## config.mk

```make
export PLATFORM = sky130hd
export DESIGN_NAME = mc_control
export DESIGN_NICKNAME = d
export VERILOG_FILES = /design/src/rtl/mc_control.sv
export SDC_FILE = /design/constraint.sdc
export NUM_CORES = 1
export LEC_CHECK = 0
export CORE_MARGIN = 10
export CORE_UTILIZATION = 34
export CTS_CLUSTER_SIZE = 12
export DETAILED_ROUTE_END_ITERATION = 12
export PLACE_DENSITY = 0.8
export SLEW_MARGIN = 15
export SYNTH_ARGS = -nofsm -noshare
export SYNTH_HDL_FRONTEND = slang
export SYNTH_SLANG_ARGS = --single-unit
```

## constraint.sdc

```tcl
create_clock -name clk -period 2.2 [get_ports clk]
set_clock_uncertainty 0.1 [all_clocks]
set_input_delay 0.33 -clock clk [delete_from_list [all_inputs] [get_ports clk]]
set_output_delay 0.33 -clock clk [all_outputs]
set_load 0.02 [all_outputs]
```

## src/rtl/mc_control.sv

```systemverilog
// mc_control: multi-cycle main control unit for the 32-bit datapath.
// Sequences instructions through FETCH/DECODE/execute/memory/writeback states
// and drives the ALU's op/binv/cin inputs directly (no separate ALU control).
// Ports:
//   clk, reset          - clock, synchronous active-high reset
//   Op, Funct           - IR[31:26] opcode, IR[5:0] function field
//   Zero                - ALU zero flag, used combinationally in BRANCH
//   PCWrite/PCWriteCond/PCEn, IorD, MemRead, MemWrite, IRWrite, MemtoReg,
//   RegDst, RegWrite, ALUSrcA, ALUSrcB, PCSource - datapath selects/enables
//   AluOp, AluBinv, AluCin - ALU controls (AluOp 00 OR, 01 AND, 10 ADD)
//   Illegal             - one-cycle pulse on unsupported opcode or funct
//   State               - current state code, for debug
module mc_control (
    input  logic       clk,
    input  logic       reset,
    input  logic [5:0] Op,
    input  logic [5:0] Funct,
    input  logic       Zero,
    output logic       PCWrite,
    output logic       PCWriteCond,
    output logic       PCEn,
    output logic       IorD,
    output logic       MemRead,
    output logic       MemWrite,
    output logic       IRWrite,
    output logic       MemtoReg,
    output logic       RegDst,
    output logic       RegWrite,
    output logic       ALUSrcA,
    output logic [1:0] ALUSrcB,
    output logic [1:0] PCSource,
    output logic [1:0] AluOp,
    output logic       AluBinv,
    output logic       AluCin,
    output logic       Illegal,
    output logic [3:0] State
);

    typedef enum logic [3:0] {
        S_FETCH  = 4'd0,
        S_DECODE = 4'd1,
        S_MEMADR = 4'd2,
        S_MEMRD  = 4'd3,
        S_MEMWB  = 4'd4,
        S_MEMWR  = 4'd5,
        S_EXEC   = 4'd6,
        S_RWB    = 4'd7,
        S_BRANCH = 4'd8,
        S_JUMP   = 4'd9
    } state_t;

    localparam logic [5:0] OP_RTYPE = 6'b000000;
    localparam logic [5:0] OP_LW    = 6'b100011;
    localparam logic [5:0] OP_SW    = 6'b101011;
    localparam logic [5:0] OP_BEQ   = 6'b000100;
    localparam logic [5:0] OP_J     = 6'b000010;

    localparam logic [5:0] FN_ADD = 6'b100000;
    localparam logic [5:0] FN_SUB = 6'b100010;
    localparam logic [5:0] FN_AND = 6'b100100;
    localparam logic [5:0] FN_OR  = 6'b100101;

    state_t state;
    state_t next_state;

    // State register
    always_ff @(posedge clk) begin
        if (reset) state <= S_FETCH;
        else       state <= next_state;
    end

    // Next-state and Moore output decode; reset forces every output low
    always_comb begin
        next_state  = S_FETCH;
        PCWrite     = 1'b0;
        PCWriteCond = 1'b0;
        IorD        = 1'b0;
        MemRead     = 1'b0;
        MemWrite    = 1'b0;
        IRWrite     = 1'b0;
        MemtoReg    = 1'b0;
        RegDst      = 1'b0;
        RegWrite    = 1'b0;
        ALUSrcA     = 1'b0;
        ALUSrcB     = 2'b00;
        PCSource    = 2'b00;
        AluOp       = 2'b00;
        AluBinv     = 1'b0;
        AluCin      = 1'b0;
        Illegal     = 1'b0;

        case (state)
            S_FETCH: begin
                MemRead    = 1'b1;
                IRWrite    = 1'b1;
                PCWrite    = 1'b1;
                ALUSrcB    = 2'b01;
                AluOp      = 2'b10;
                next_state = S_DECODE;
            end
            S_DECODE: begin
                // Branch target computed speculatively into ALUOut
                ALUSrcB = 2'b11;
                AluOp   = 2'b10;
                case (Op)
                    OP_LW, OP_SW: next_state = S_MEMADR;
                    OP_RTYPE:     next_state = S_EXEC;
                    OP_BEQ:       next_state = S_BRANCH;
                    OP_J:         next_state = S_JUMP;
                    default:      Illegal    = 1'b1;
                endcase
            end
            S_MEMADR: begin
                ALUSrcA    = 1'b1;
                ALUSrcB    = 2'b10;
                AluOp      = 2'b10;
                next_state = (Op == OP_LW) ? S_MEMRD : S_MEMWR;
            end
            S_MEMRD: begin
                MemRead    = 1'b1;
                IorD       = 1'b1;
                next_state = S_MEMWB;
            end
            S_MEMWB: begin
                RegWrite = 1'b1;
                MemtoReg = 1'b1;
            end
            S_MEMWR: begin
                MemWrite = 1'b1;
                IorD     = 1'b1;
            end
            S_EXEC: begin
                ALUSrcA    = 1'b1;
                AluOp      = 2'b10;
                next_state = S_RWB;
                case (Funct)
                    FN_ADD: ;
                    FN_SUB: begin
                        AluBinv = 1'b1;
                        AluCin  = 1'b1;
                    end
                    FN_AND: AluOp = 2'b01;
                    FN_OR:  AluOp = 2'b00;
                    default: begin
                        Illegal    = 1'b1;
                        next_state = S_FETCH;
                    end
                endcase
            end
            S_RWB: begin
                RegWrite = 1'b1;
                RegDst   = 1'b1;
            end
            S_BRANCH: begin
                ALUSrcA     = 1'b1;
                AluOp       = 2'b10;
                AluBinv     = 1'b1;
                AluCin      = 1'b1;
                PCWriteCond = 1'b1;
                PCSource    = 2'b01;
            end
            S_JUMP: begin
                PCWrite  = 1'b1;
                PCSource = 2'b10;
            end
            default: next_state = S_FETCH;
        endcase

        if (reset) begin
            PCWrite     = 1'b0;
            PCWriteCond = 1'b0;
            IorD        = 1'b0;
            MemRead     = 1'b0;
            MemWrite    = 1'b0;
            IRWrite     = 1'b0;
            MemtoReg    = 1'b0;
            RegDst      = 1'b0;
            RegWrite    = 1'b0;
            ALUSrcA     = 1'b0;
            ALUSrcB     = 2'b00;
            PCSource    = 2'b00;
            AluOp       = 2'b00;
            AluBinv     = 1'b0;
            AluCin      = 1'b0;
            Illegal     = 1'b0;
        end
    end

    // PC enable follows Zero combinationally in BRANCH
    assign PCEn  = PCWrite | (PCWriteCond & Zero);
    assign State = reset ? 4'd0 : 4'(state);

endmodule

```

# Yosys cells after proc, flatten, opt, wreduce, memory -nomap -nowiden
# Index checks and enable logic that the tools add are counted.
dict set report word_totals {
  register_bits 4
  inputBits 15
  output_inout_bits 24
  word_cells 70
}
dict set report op_classes {
  n_eq_ne 17
  n_mux 39
  n_bitwise 2
  n_reduce_logical 11
}
# cell count
set op_table {}
lappend op_table {{$eq A6 B6 Y1 const B} 6}
lappend op_table {{$mux W1} 25}
lappend op_table {{$pmux W4 S5} 1}
lappend op_table {{$eq A4 B3 Y1 const B} 4}
lappend op_table {{$pmux W4 S4} 1}
lappend op_table {{$pmux W2 S2} 3}
lappend op_table {{$reduce_or A2 Y1} 5}
lappend op_table {{$eq A4 B2 Y1 const B} 2}
lappend op_table {{$eq A4 B4 Y1 const B} 2}
lappend op_table {{$reduce_or A4 Y1} 2}
lappend op_table {{$eq A6 B2 Y1 const B} 1}
lappend op_table {{$eq A6 B3 Y1 const B} 1}
lappend op_table {{$logic_not A6 Y1} 1}
lappend op_table {{$mux W2} 3}
lappend op_table {{$mux W3} 2}
lappend op_table {{$pmux W2 S3} 1}
lappend op_table {{$reduce_or A5 Y1} 1}
lappend op_table {{$eq A4 B1 Y1 const B} 1}
lappend op_table {{$logic_not A4 Y1} 1}
lappend op_table {{$mux W4} 1}
lappend op_table {{$pmux W1 S2} 2}
lappend op_table {{$reduce_or A3 Y1} 1}
lappend op_table {{$and A1 B1 Y1} 1}
lappend op_table {{$or A1 B1 Y1} 1}

# Depth between registers and ports, before layout
dict set report logic_depth {
  depth_word 5
  ltp_mapped 5
}

# Worst setup path before layout
# No wires, ideal clock.
dict set report synth_path {
  path_type {flip-flop to output port}
  start {reg state[3]}
  end {out AluCin}
  arrival_ns 1.941
  required_ns 1.770
  path_slack_ns -0.171
  stages_incl_launch_ff 6
  cell_sequence {dfxtp_1 -> or3b_1 -> buf_2 -> or4b_4 -> o32ai_2 -> buf_4}
}
dict set report synth_via {
  elab_chain_len 3
  word_cells_on_any_way 4
}
# item line
set synth_rtl {}
lappend synth_rtl {{from (decl)} 63} ;# state_t state;
lappend synth_rtl {{from (signal assigned)} 69} ;# else state <= next_state;
lappend synth_rtl {{$eq A4 B4 Y1 / $eq A4 B3 Y1 (equally long branches)} -}
lappend synth_rtl {{$pmux W1 S2 (*)} -}
lappend synth_rtl {{$mux W1 (*)} -}
lappend synth_rtl {{to (decl)} 34} ;# output logic AluCin,
# Every way passes the cells marked *; elsewhere a longest branch is shown, timed or not.

# Worst setup path in the final report
dict set report layout_path {
  start {in Funct[4]}
  end {out AluCin}
}
dict set report layout_via {
  elab_chain_len 4
}
# item line
set layout_rtl {}
lappend layout_rtl {{from (decl)} 17} ;# input logic [5:0] Funct,
lappend layout_rtl {{$eq A6 B6 Y1} 136} ;# case (Funct)
lappend layout_rtl {{$mux W1} 136}
lappend layout_rtl {{$pmux W1 S2} 92} ;# case (state)
lappend layout_rtl {{$mux W1} 169} ;# if (reset) begin
# No other way between the ends.

==> metrics.md <==
| Metric | Value |
|---|---|
| Top reg by flops | `state` |
| Fin util | `76.2%` |
| Vias per cell | `5.48` |
| CTS tree | `done` |
| Synth Net Count | `101` |
| Post-Syn Area | `572 sq um` |
| H-Tree Depth | `1` |
| Status | `finished with violations` |
| FF-to-FF Start | `state[0]` |
| RSZ-0062 raised after global routing | `true` |
| Met3 Use GR | `3.70%` |
| Final Power | `roughly 0.3 mW` |
| Worst hold slack | `549 ps` |
| Die ar. | `3720 sq um` |
| Total clock buffers created by CTS | `3` |
| Root Buffer | `clkbuf_4` |
| Starting DRC count in detailed routing | `11` |
| Setup-failing EPs final | `2` |
| Max VDD drop | `0.184 mV` |
| RR Endpoint | `state[1]` |
| Crit Path Max Fanout | `2` |
| Max FFs per register | `4` |
| Avg Inst Size Synth | `6.65 sq um` |
| Largest cells by area after synthesis | `dfxtp_1 (14%), nor2_1 (11%), nor2b_1 (6.6%), nor3b_1 (6.6%), a21oi_1 (3.5%)` |
| Synthesis-to-finish area growth | `105%` |
| EDFF count, synth | `0` |
| Worst hold path class | `input port to register` |
| Worst slew pin tran | `322 ps` |
| Met1 usage | `13.8%` |
| Top FF cell, synth | `dfxtp_1` |
| M2 GR Usage | `26.8%` |
| Core Footprint | `1540 sq um` |
| Leak | `around 0.58 nW` |
| Register area share after synthesis | `14.0%` |
| GP Congestion | `0.869` |
| NetSw | `0.0973 mW` |
| Distinct cells, synth | `37` |
| Pint | `0.204 mW` |
| Switch share | `32.3%` |
| Clk_lat worst skew | `230 ps` |
| Die width | `61.0 um` |
| Final Hold Fails | `0` |
| Clk network pwr share | `between 20 and 30%` |
| First-pass GRT wire length | `4.16 mm` |
| Worst slew margin relative to its limit | `78.5%` |
| Ys Warns | `0` |
| HP Start | `Op[1]` |
| Fill cell count | `between 100 and 150` |
| WP data arrival | `roughly 1900 ps` |
| Worst Hold Endpoint | `state[2]` |
| CP endpoint kind | `output pin` |
| Post-layout nets | `160` |
| Largest regs | `state x4` |
| Final worst path period share | `105%` |
| Clock sink count | `4` |
| Reg2Reg Depth | `4` |
| Layer with the highest usage | `met2` |
| Yosys top cell by area | `dfxtp_1` |
| Max Slew Vio Count | `0` |
| Largest net degree at the start of global routing | `14` |
| Reg power frac | `25.1%` |
| F_max | `0.432 GHz` |
| Post-synth ARST share | `0%` |
| Critical path launch point type | `input port` |
| Worst setup margin | `-115 ps` |
| PwrDens | `256 nW/um^2` |
| Worst EP required | `between 1500 and 2000 ps` |
| Flop2flop setup slack | `370 ps` |
| Max-cap violations | `0` |
| # IOs | `39` |
| Pre-CTS setup slack | `-804 ps` |
| Setup CP Type | `input port to output pin` |
| Post-synth top cells | `nor2_1 (16), nor2b_1 (6), clkbuf_1 (5), nor3b_1 (5)` |
| Vias in the first global route | `921` |
| Area share of the largest cell type after synthesis | `14.0%` |
| WHS Path Cells | `5` |
| Routed wire length per instance | `16.1 um` |
| Max clock buf depth | `2` |
| DR DRC count | `0` |
| Tot GR Track Use | `14.1%` |
| Share of layout cells above drive strength 1 | `32.2%` |
| Routed Wire Length | `around 2.6 mm` |
| DP HPWL | `1.97 mm` |
| Failing checks | `negative setup slack` |
| Cell with the most instances after synthesis | `nor2_1` |
| Worst-path clk slew | `about 40 ps` |
| Logic pwr share | `45.3%` |
| Starting Density | `37.1%` |
| Row Count | `14` |
| N_diodes | `0` |
| Setup_tns | `-229 ps` |
| Fin crit period | `2310 ps` |
| DRT Pass-1 Iters | `4` |
| Yosys reg bits | `4` |
| Via count | `872` |
| Antenna violations before repair | `0` |
| Syn Inst Count | `86` |
| Port Buf Inserts | `38` |
| Antenna Nets Post-Route | `0` |
| Remaining Overflow, GRT | `0` |
| Die H | `61.0 um` |
==> how the worst max path moves through the flow <==
stage,cells past startpoint,start,endpoint,slack [ps]
after CTS,4,state[2],AluCin,-180
after detailed placement,5,reset,AluCin,-800
after global routing,5,Funct[4],AluCin,-150
after floorplan,5,state[3],AluCin,-70
final,5,Funct[4],AluCin,-110
after global placement,5,reset,AluBinv,-750
==> critical path: stages <==
cell and delay [ps]:
clkdlybuf4s50_1 410, nor3b_2 200, or4b_4 510, o32ai_4 270, buf_6 160
==> power by group through the flow <==
stage / combinational [mW] / sequential, mW / clock [mW]
final: 0.136 / 0.0754 / 0.0891
after global routing: 0.148 / 0.0756 / 0.0933
after CTS: 0.136 / 0.0754 / 0.0909
after detailed placement: 0.137 / 0.0765 / 0
after global placement: 0.133 / 0.0764 / 0
after floorplan: 0.0566 / 0.0766 / 0
==> final cells by class <==
class	count	area [sq um]	area share, %
clock buffer	3	22.5	1.92
inverter	3	11.3	0.958
multi-input combinational	70	482	41.0
sequential	4	81.3	6.92
tap	16	20.0	1.70
timing repair buffer	63	558	47.5
==> repair_timing <==
item / 4_1_cts / 5_1_grt
gates resized for setup: 53 / 10
hold buffers: 0 / 0
setup buffers: 5 / 0
setup endpoints to repair: 20 / 11
pin swaps: 5 / 4
==> through the flow <==
stage          area, sq um  instances
6_report              1170        159
5_1_grt               1170        159
4_1_cts               1150        159
3_5_place_dp          1090        151
3_3_place_gp          1090        151
2_1_floorplan          583         86
==> cells by family (layout without fill, tap and decap cells) <==
kind of cell | after synthesis | in the layout | share of synthesized area (%)
AOI/OAI and AO/OA | 19 | 19 | 23.9
xor gates and xnor gates | 2 | 2 | 3.06
buffers and inverters | 12 | 69 | 9.41
DFF | 4 | 4 | 14.0
muxes | 1 | 1 | 1.75
and+or+nand+nor | 48 | 48 | 47.9
==> layout by cell type, fill, tap and decap left out, types with 4 or more instances in the layout <==
cell type	count
a21oi_1	4
buf_4	26
clkdlybuf4s50_1	12
dlygate4sd2_1	11
dlymetal6s2s_1	6
nor2_1	16
nor2b_1	6
nor3b_1	4
==> layer usage <==
metal,vias to the layer above,part of all wire [%],wire length [um]
met5,-,0,0
met1,406,38,982
met3,6,9.2,235
met2,34,50,1280
met4,0,2.2,55
li1,426,-,-
Power figures use the tool's default switching activity.
